$ cat config.mk
export PLATFORM = sky130hd
export DESIGN_NAME = fmul_fp32_flat
export DESIGN_NICKNAME = d
export VERILOG_FILES = /design/src/rtl/fmul_fp32_if.sv /design/src/rtl/fmul_fp32.sv /design/src/flat_wrapper.sv
export SDC_FILE = /design/constraint.sdc
export NUM_CORES = 2
export LEC_CHECK = 0
export CAP_MARGIN = 40
export CELL_PAD_IN_SITES_DETAIL_PLACEMENT = 1
export CELL_PAD_IN_SITES_GLOBAL_PLACEMENT = 2
export CORE_MARGIN = 5
export CORE_UTILIZATION = 44
export DETAILED_ROUTE_END_ITERATION = 10
export GPL_ROUTABILITY_DRIVEN = 1
export PLACE_DENSITY_LB_ADDON = 0.1
export SYNTH_ARGS = -nofsm -noshare
export SYNTH_HDL_FRONTEND = slang
export SYNTH_SLANG_ARGS = --single-unit
export TNS_END_PERCENT = 100
$ cat constraint.sdc
create_clock -name clk -period 8.1 [get_ports clk]
set_input_delay 2.025 -clock clk [delete_from_list [all_inputs] [get_ports clk]]
set_output_delay 2.025 -clock clk [all_outputs]
set_load 0.1 [all_outputs]
$ cat src/rtl/fmul_fp32_if.sv
// fmul_fp32_if: operand/result bundle for the fmul_fp32 multiplier.
//   valid_in  : a/b hold an operand pair this cycle
//   a, b      : binary32 operands
//   valid_out : z holds the product of the pair accepted 2 cycles earlier
//   z         : binary32 product
// master = producer of operands / consumer of results; slave = multiplier.
interface fmul_fp32_if;
  logic        valid_in;
  logic [31:0] a;
  logic [31:0] b;
  logic        valid_out;
  logic [31:0] z;

  modport master (output valid_in, a, b, input valid_out, z);
  modport slave  (input valid_in, a, b, output valid_out, z);
endinterface

$ cat src/rtl/fmul_fp32.sv
// fmul_fp32: 2-stage pipelined binary32 multiplier, round-to-nearest-even,
// subnormals flushed to zero, canonical quiet NaN 0x7FC00000 for invalid ops.
//   clk  : rising-edge clock
//   rst  : asynchronous active-high reset (clears all pipeline state)
//   bus  : fmul_fp32_if.slave (valid_in, a, b in; valid_out, z out)
// Stage 1 registers sign, exponent sum, raw 48-bit product and the
// special-case decision; stage 2 normalizes, rounds and packs z.
module fmul_fp32 (
  input  logic          clk,
  input  logic          rst,
  fmul_fp32_if.slave    bus
);

  localparam logic [31:0] QNAN = 32'h7FC0_0000;

  // ---------------- stage 1: unpack, classify, multiply ----------------
  logic [7:0]  ea, eb;
  logic [22:0] fa, fb;
  logic        zero_a, zero_b, inf_a, inf_b, nan_a, nan_b;
  logic        s_d;
  logic        special_d;
  logic [31:0] spz_d;
  logic signed [9:0] e_d;
  logic [47:0] prod_d;

  logic        v1_q;
  logic        s1_q;
  logic        special1_q;
  logic [31:0] spz1_q;
  logic signed [9:0] e1_q;
  logic [47:0] prod1_q;

  always_comb begin
    ea     = bus.a[30:23];
    eb     = bus.b[30:23];
    fa     = bus.a[22:0];
    fb     = bus.b[22:0];
    zero_a = (ea == 8'h00);
    zero_b = (eb == 8'h00);
    inf_a  = (ea == 8'hFF) && (fa == '0);
    inf_b  = (eb == 8'hFF) && (fb == '0);
    nan_a  = (ea == 8'hFF) && (fa != '0);
    nan_b  = (eb == 8'hFF) && (fb != '0);
    s_d    = bus.a[31] ^ bus.b[31];

    special_d = 1'b1;
    spz_d     = '0;
    if (nan_a || nan_b) begin
      spz_d = QNAN;
    end else if ((inf_a && zero_b) || (zero_a && inf_b)) begin
      spz_d = QNAN;
    end else if (inf_a || inf_b) begin
      spz_d = {s_d, 8'hFF, 23'h0};
    end else if (zero_a || zero_b) begin
      spz_d = {s_d, 8'h00, 23'h0};
    end else begin
      special_d = 1'b0;
    end

    // Biased result exponent before normalization; 10 signed bits cover
    // 1+1-127 = -125 up to 254+254-127+2 = 383.
    e_d    = $signed({2'b00, ea}) + $signed({2'b00, eb}) - 10'sd127;
    prod_d = 48'({1'b1, fa}) * 48'({1'b1, fb});
  end

  always_ff @(posedge clk or posedge rst) begin
    if (rst) begin
      v1_q       <= 1'b0;
      s1_q       <= 1'b0;
      special1_q <= 1'b0;
      spz1_q     <= '0;
      e1_q       <= '0;
      prod1_q    <= '0;
    end else begin
      v1_q       <= bus.valid_in;
      s1_q       <= s_d;
      special1_q <= special_d;
      spz1_q     <= spz_d;
      e1_q       <= e_d;
      prod1_q    <= prod_d;
    end
  end

  // ---------------- stage 2: normalize, round, pack ----------------
  logic [23:0] mant;
  logic        guard, sticky;
  logic signed [9:0] e_n, e_f;
  logic [24:0] mant_r;
  logic [22:0] frac;
  logic [31:0] z_d;

  logic        v2_q;
  logic [31:0] z_q;

  always_comb begin
    if (prod1_q[47]) begin
      mant   = prod1_q[47:24];
      guard  = prod1_q[23];
      sticky = |prod1_q[22:0];
      e_n    = e1_q + 10'sd1;
    end else begin
      mant   = prod1_q[46:23];
      guard  = prod1_q[22];
      sticky = |prod1_q[21:0];
      e_n    = e1_q;
    end

    // Ties-to-even: round up when above half, or exactly half with odd LSB.
    mant_r = {1'b0, mant} + 25'(guard & (sticky | mant[0]));

    // Carry out means the significand became exactly 2.0.
    if (mant_r[24]) begin
      frac = mant_r[23:1];
      e_f  = e_n + 10'sd1;
    end else begin
      frac = mant_r[22:0];
      e_f  = e_n;
    end

    if (special1_q) begin
      z_d = spz1_q;
    end else if (e_f >= 10'sd255) begin
      z_d = {s1_q, 8'hFF, 23'h0};
    end else if (e_f <= 10'sd0) begin
      z_d = {s1_q, 8'h00, 23'h0};
    end else begin
      z_d = {s1_q, e_f[7:0], frac};
    end
  end

  always_ff @(posedge clk or posedge rst) begin
    if (rst) begin
      v2_q <= 1'b0;
      z_q  <= '0;
    end else begin
      v2_q <= v1_q;
      z_q  <= z_d;
    end
  end

  assign bus.valid_out = v2_q;
  assign bus.z         = z_q;

endmodule

$ cat src/flat_wrapper.sv
// flat-port wrapper written by rule: the top's interface ports become plain ports
module fmul_fp32_flat 
  (clk, rst, bus_valid_in, bus_a, bus_b, bus_valid_out, bus_z);
  fmul_fp32_if bus_i ();
  input  logic clk;
  input  logic rst;
  input wire logic [$bits(bus_i.valid_in)-1:0] bus_valid_in;
  input wire logic [$bits(bus_i.a)-1:0] bus_a;
  input wire logic [$bits(bus_i.b)-1:0] bus_b;
  output wire logic [$bits(bus_i.valid_out)-1:0] bus_valid_out;
  output wire logic [$bits(bus_i.z)-1:0] bus_z;
  assign bus_i.valid_in = bus_valid_in;
  assign bus_i.a = bus_a;
  assign bus_i.b = bus_b;
  assign bus_valid_out = bus_i.valid_out;
  assign bus_z = bus_i.z;
  fmul_fp32 u_core (.clk(clk), .rst(rst), .bus(bus_i));
endmodule
==> run summary <==
Run status - finished with violations
Violated checks - setup timing
Largest net degree at the start of global routing - 50
FFs w/ async S/R, synth - 100%
Relative area change from synthesis to final layout - 30.9%
Setup repair after global routing missed its margin - true
Mean number of vias per cell - 5.28
Die outline area - 58800 µm²
Layout cell share with drive strength beyond 1 - 24.6%
Number of violations reported at the end of detailed-routing iteration 0 - 1059
H-tree depth - 3
Die outline width - 243 µm
DRC errors left - 0
Synthesized area divided by synthesized cell count - 9.06 µm²
Starting utilization of the core area - 44.3%
Wire length after detailed routing - 87500 µm
Site row count - 85
Most common cell after layout, fill and taps aside - sky130_fd_sc_hd__inv_1
Maximum fanout count along the critical path - 7
Number of library cell types mapped by synthesis - 77
Critical path arrival - 8.43 ns
Kind of path behind the tightest hold check - flop to flop
Maximum buffer depth of the clock tree - 2
Latest clock arrival within the worst-skew pair - 0.36 ns
Netlist Area Pre-Place - 23800 µm²
Count of input and output buffers - 99
Number of top-level pins - 100
Post-route fraction of the period consumed by the critical path - 101%
Syn Inst Count - 2628
Core Area - 53700 µm²
Chip Height - 243 µm
Hold buffer count at CTS - 0
Total Routing Usage GR - 29.0%
CTS Buf Count - 9
Top area cells in the synthesized netlist - sky130_fd_sc_hd__fa_1 41%, sky130_fd_sc_hd__dfrtp_1 10%, sky130_fd_sc_hd__ha_1 9.7%, sky130_fd_sc_hd__inv_1 9.3%, sky130_fd_sc_hd__and2_1 6.8%
Synth Register Bits - 97
Antenna violations before repair - 0
Drt wl/cell - 23.3 µm
Worst slew slack as a fraction of its limit - 53.9%
Antenna-violating nets left - 0
Critical Path RT - 8.33 ns
Final-report hold violation count - 0
Post-Syn Nets - 3363
Highest-count cells in the layout ignoring fill and taps - 534 x sky130_fd_sc_hd__inv_1, 435 x sky130_fd_sc_hd__fa_1, 305 x sky130_fd_sc_hd__buf_4
Crit path capture type - flop
MaxCap Viol Count - 0
Crit path kind - input port to flop
Sequential-to-total area share from yosys stat - 10.2%
First-pass iteration count of the detailed router - 5
Final worst clock skew - 0.00502 ns
Slew of the pin with the lowest slew margin - 0.689 ns
Weighted congestion reported at the end of routability-driven placement - 0.920
Final WS setup - -0.0949 ns
Buffer cell driving the clock tree root - sky130_fd_sc_hd__clkbuf_16
TritonCTS clock tree - yes
Pins over their slew limit - 0
Count of yosys warnings during synthesis - 0
Top achievable clock speed - 0.122 GHz
HPWL after detailed placement - 67500 µm
First-pass GRT wire length - 132000 µm
Period minus WS final - 8.19 ns
Net count, final - 3795
Top cell type's share of synthesized area - 40.6%
Via count of the first global-routing pass - 22558
Number of synthesized flops with an enable pin - 0
Minimum setup slack among reg-to-reg paths - 3.83 ns
Kind of start point of the critical path - input port
Diodes inserted - 0
Clock-pin slew on the worst setup and hold paths - 0.06 ns
Setup-violating endpoint count in the final report - 4
Setup TNS - -0.139 ns
Overflow left after global routing - 0
Number of vias in the routed layout - 19865
TritonCTS sink count - 97
Most area-hungry cell type in the Yosys netlist - sky130_fd_sc_hd__fa_1
Most common flop cell mapped by yosys - sky130_fd_sc_hd__dfrtp_1
FILL cells - 5954
[worst max-delay path: stages]
cell,delay [ns]
sky130_fd_sc_hd__buf_2,0.17
sky130_fd_sc_hd__bufbuf_16,0.30
sky130_fd_sc_hd__and2_1,0.15
sky130_fd_sc_hd__fa_2,0.47
sky130_fd_sc_hd__fa_1,0.56
sky130_fd_sc_hd__inv_1,0.09
sky130_fd_sc_hd__fa_2,0.42
sky130_fd_sc_hd__fa_1,0.57
sky130_fd_sc_hd__inv_1,0.06
sky130_fd_sc_hd__fa_1,0.45
sky130_fd_sc_hd__fa_1,0.51
sky130_fd_sc_hd__inv_2,0.04
sky130_fd_sc_hd__fa_1,0.51
sky130_fd_sc_hd__inv_2,0.05
sky130_fd_sc_hd__ha_4,0.23
sky130_fd_sc_hd__a21o_1,0.18
sky130_fd_sc_hd__a31oi_2,0.23
sky130_fd_sc_hd__o21ai_2,0.10
sky130_fd_sc_hd__a21oi_2,0.23
sky130_fd_sc_hd__o21ai_4,0.09
sky130_fd_sc_hd__a311oi_4,0.37
sky130_fd_sc_hd__nor2_4,0.09
sky130_fd_sc_hd__a311o_1,0.37
sky130_fd_sc_hd__xor2_1,0.15
[kinds of logic after synthesis]
| group | after synthesis | synth area share, % |
|---|---|---|
| compound gates | 231 | 6.31 |
| xor+xnor | 101 | 3.72 |
| fa+ha+maj | 668 | 50.4 |
| buf+inv | 712 | 11.4 |
| flops | 97 | 10.2 |
| mux | 21 | 0.904 |
| simple gates | 798 | 17.1 |
[final cells by class]
type	count	area [µm²]	area share, %
repair buffers	540	5760	18.5
clock buffers	13	240	0.771
clock inverters	3	65.1	0.209
well taps	696	871	2.80
inverters	593	2250	7.22
flip-flops and latches	97	2430	7.80
multi-input cells	1819	19500	62.7
[flip-flops by register name, summed over array words and instances, names as in the netlist]
| register | count |
|---|---|
| u_core.prod1_q | 48 |
| u_core.bus.valid_out | 1 |
| u_core.special1_q | 1 |
| u_core.e1_q | 10 |
| u_core.v1_q | 1 |
| u_core.bus.z | 32 |
| u_core.spz1_q | 3 |
| u_core.s1_q | 1 |
[path summary, 6_finish.rpt]
kind,startpoint,to,depth (start not counted)
setup / recovery,bus_b[6],u_core.prod1_q[43]$_DFF_PP0_,24
hold / removal,u_core.v1_q$_DFF_PP0_,u_core.bus.valid_out$_DFF_PP0_,0
setup reg to reg,u_core.prod1_q[47]$_DFF_PP0_,u_core.bus.z[13]$_DFF_PP0_,10
hold reg to reg,u_core.v1_q$_DFF_PP0_,u_core.bus.valid_out$_DFF_PP0_,0
max in group asynchronous,rst,u_core.prod1_q[47]$_DFF_PP0_,3
min in group asynchronous,rst,u_core.v1_q$_DFF_PP0_,2
[timing repair]
item,4_1_cts,5_1_grt
gates resized for setup,272,263
cloned,19,3
pin swaps,108,175
setup endpoints to repair,27,23
buffers inserted,64,31
endpoints found under the hold margin,0,0
[stage by stage]
stage / hold slack, ns / cell area [µm²] / std cells / worst slack (ns) / utilization [%]
finish: 0.371 / 31200 / 3761 / -0.0949 / 58.0
CTS: 0.370 / 30400 / 3729 / -0.000166 / 56.6
global placement: 0.343 / 27900 / 3600 / -0.969 / 51.9
floorplan: 0.331 / 23800 / 2628 / -0.0285 / -
detailed placement: 0.343 / 28400 / 3633 / -1.12 / 53.0
global route: 0.378 / 31200 / 3761 / -0.237 / 58.0
[synthesized netlist by cell type (4+ instances only)]
| master | count |
|---|---|
| sky130_fd_sc_hd__o31ai_1 | 8 |
| sky130_fd_sc_hd__nand4_1 | 19 |
| sky130_fd_sc_hd__o21ai_0 | 44 |
| sky130_fd_sc_hd__buf_1 | 6 |
| sky130_fd_sc_hd__fa_1 | 483 |
| sky130_fd_sc_hd__nand3_1 | 28 |
| sky130_fd_sc_hd__ha_1 | 185 |
| sky130_fd_sc_hd__mux2i_1 | 17 |
| sky130_fd_sc_hd__xnor2_1 | 64 |
| sky130_fd_sc_hd__nand2b_1 | 10 |
| sky130_fd_sc_hd__a31oi_1 | 6 |
| sky130_fd_sc_hd__inv_1 | 590 |
| sky130_fd_sc_hd__and2_1 | 260 |
| sky130_fd_sc_hd__nor4_1 | 23 |
| sky130_fd_sc_hd__a21o_1 | 22 |
| sky130_fd_sc_hd__or3_1 | 4 |
| sky130_fd_sc_hd__and3_1 | 12 |
| sky130_fd_sc_hd__xor2_1 | 37 |
| sky130_fd_sc_hd__nor2_1 | 86 |
| sky130_fd_sc_hd__dfrtp_1 | 97 |
| sky130_fd_sc_hd__nand2_1 | 303 |
| sky130_fd_sc_hd__o21a_1 | 6 |
| sky130_fd_sc_hd__o211ai_1 | 8 |
| sky130_fd_sc_hd__o21bai_1 | 10 |
| sky130_fd_sc_hd__a21oi_1 | 81 |
| sky130_fd_sc_hd__a21boi_0 | 4 |
| sky130_fd_sc_hd__a211oi_2 | 4 |
| sky130_fd_sc_hd__a211oi_1 | 4 |
| sky130_fd_sc_hd__mux2_2 | 4 |
| sky130_fd_sc_hd__clkbuf_1 | 107 |
| sky130_fd_sc_hd__nor3_1 | 13 |
| sky130_fd_sc_hd__nor2b_1 | 12 |
[layer usage]
metal | vias up | track usage [%] | share of wire (%)
met1 | 10334 | 39.0 | 42
met3 | 163 | 2.89 | 5.1
met5 | - | 0 | 0
li1 | 8794 | - | -
met4 | 0 | 9.51 | 4.4
met2 | 574 | 49.7 | 49
Power is left out: the tool's default activity adds up to more than one toggle a clock period on the data nets, which glitch-free logic cannot reach.
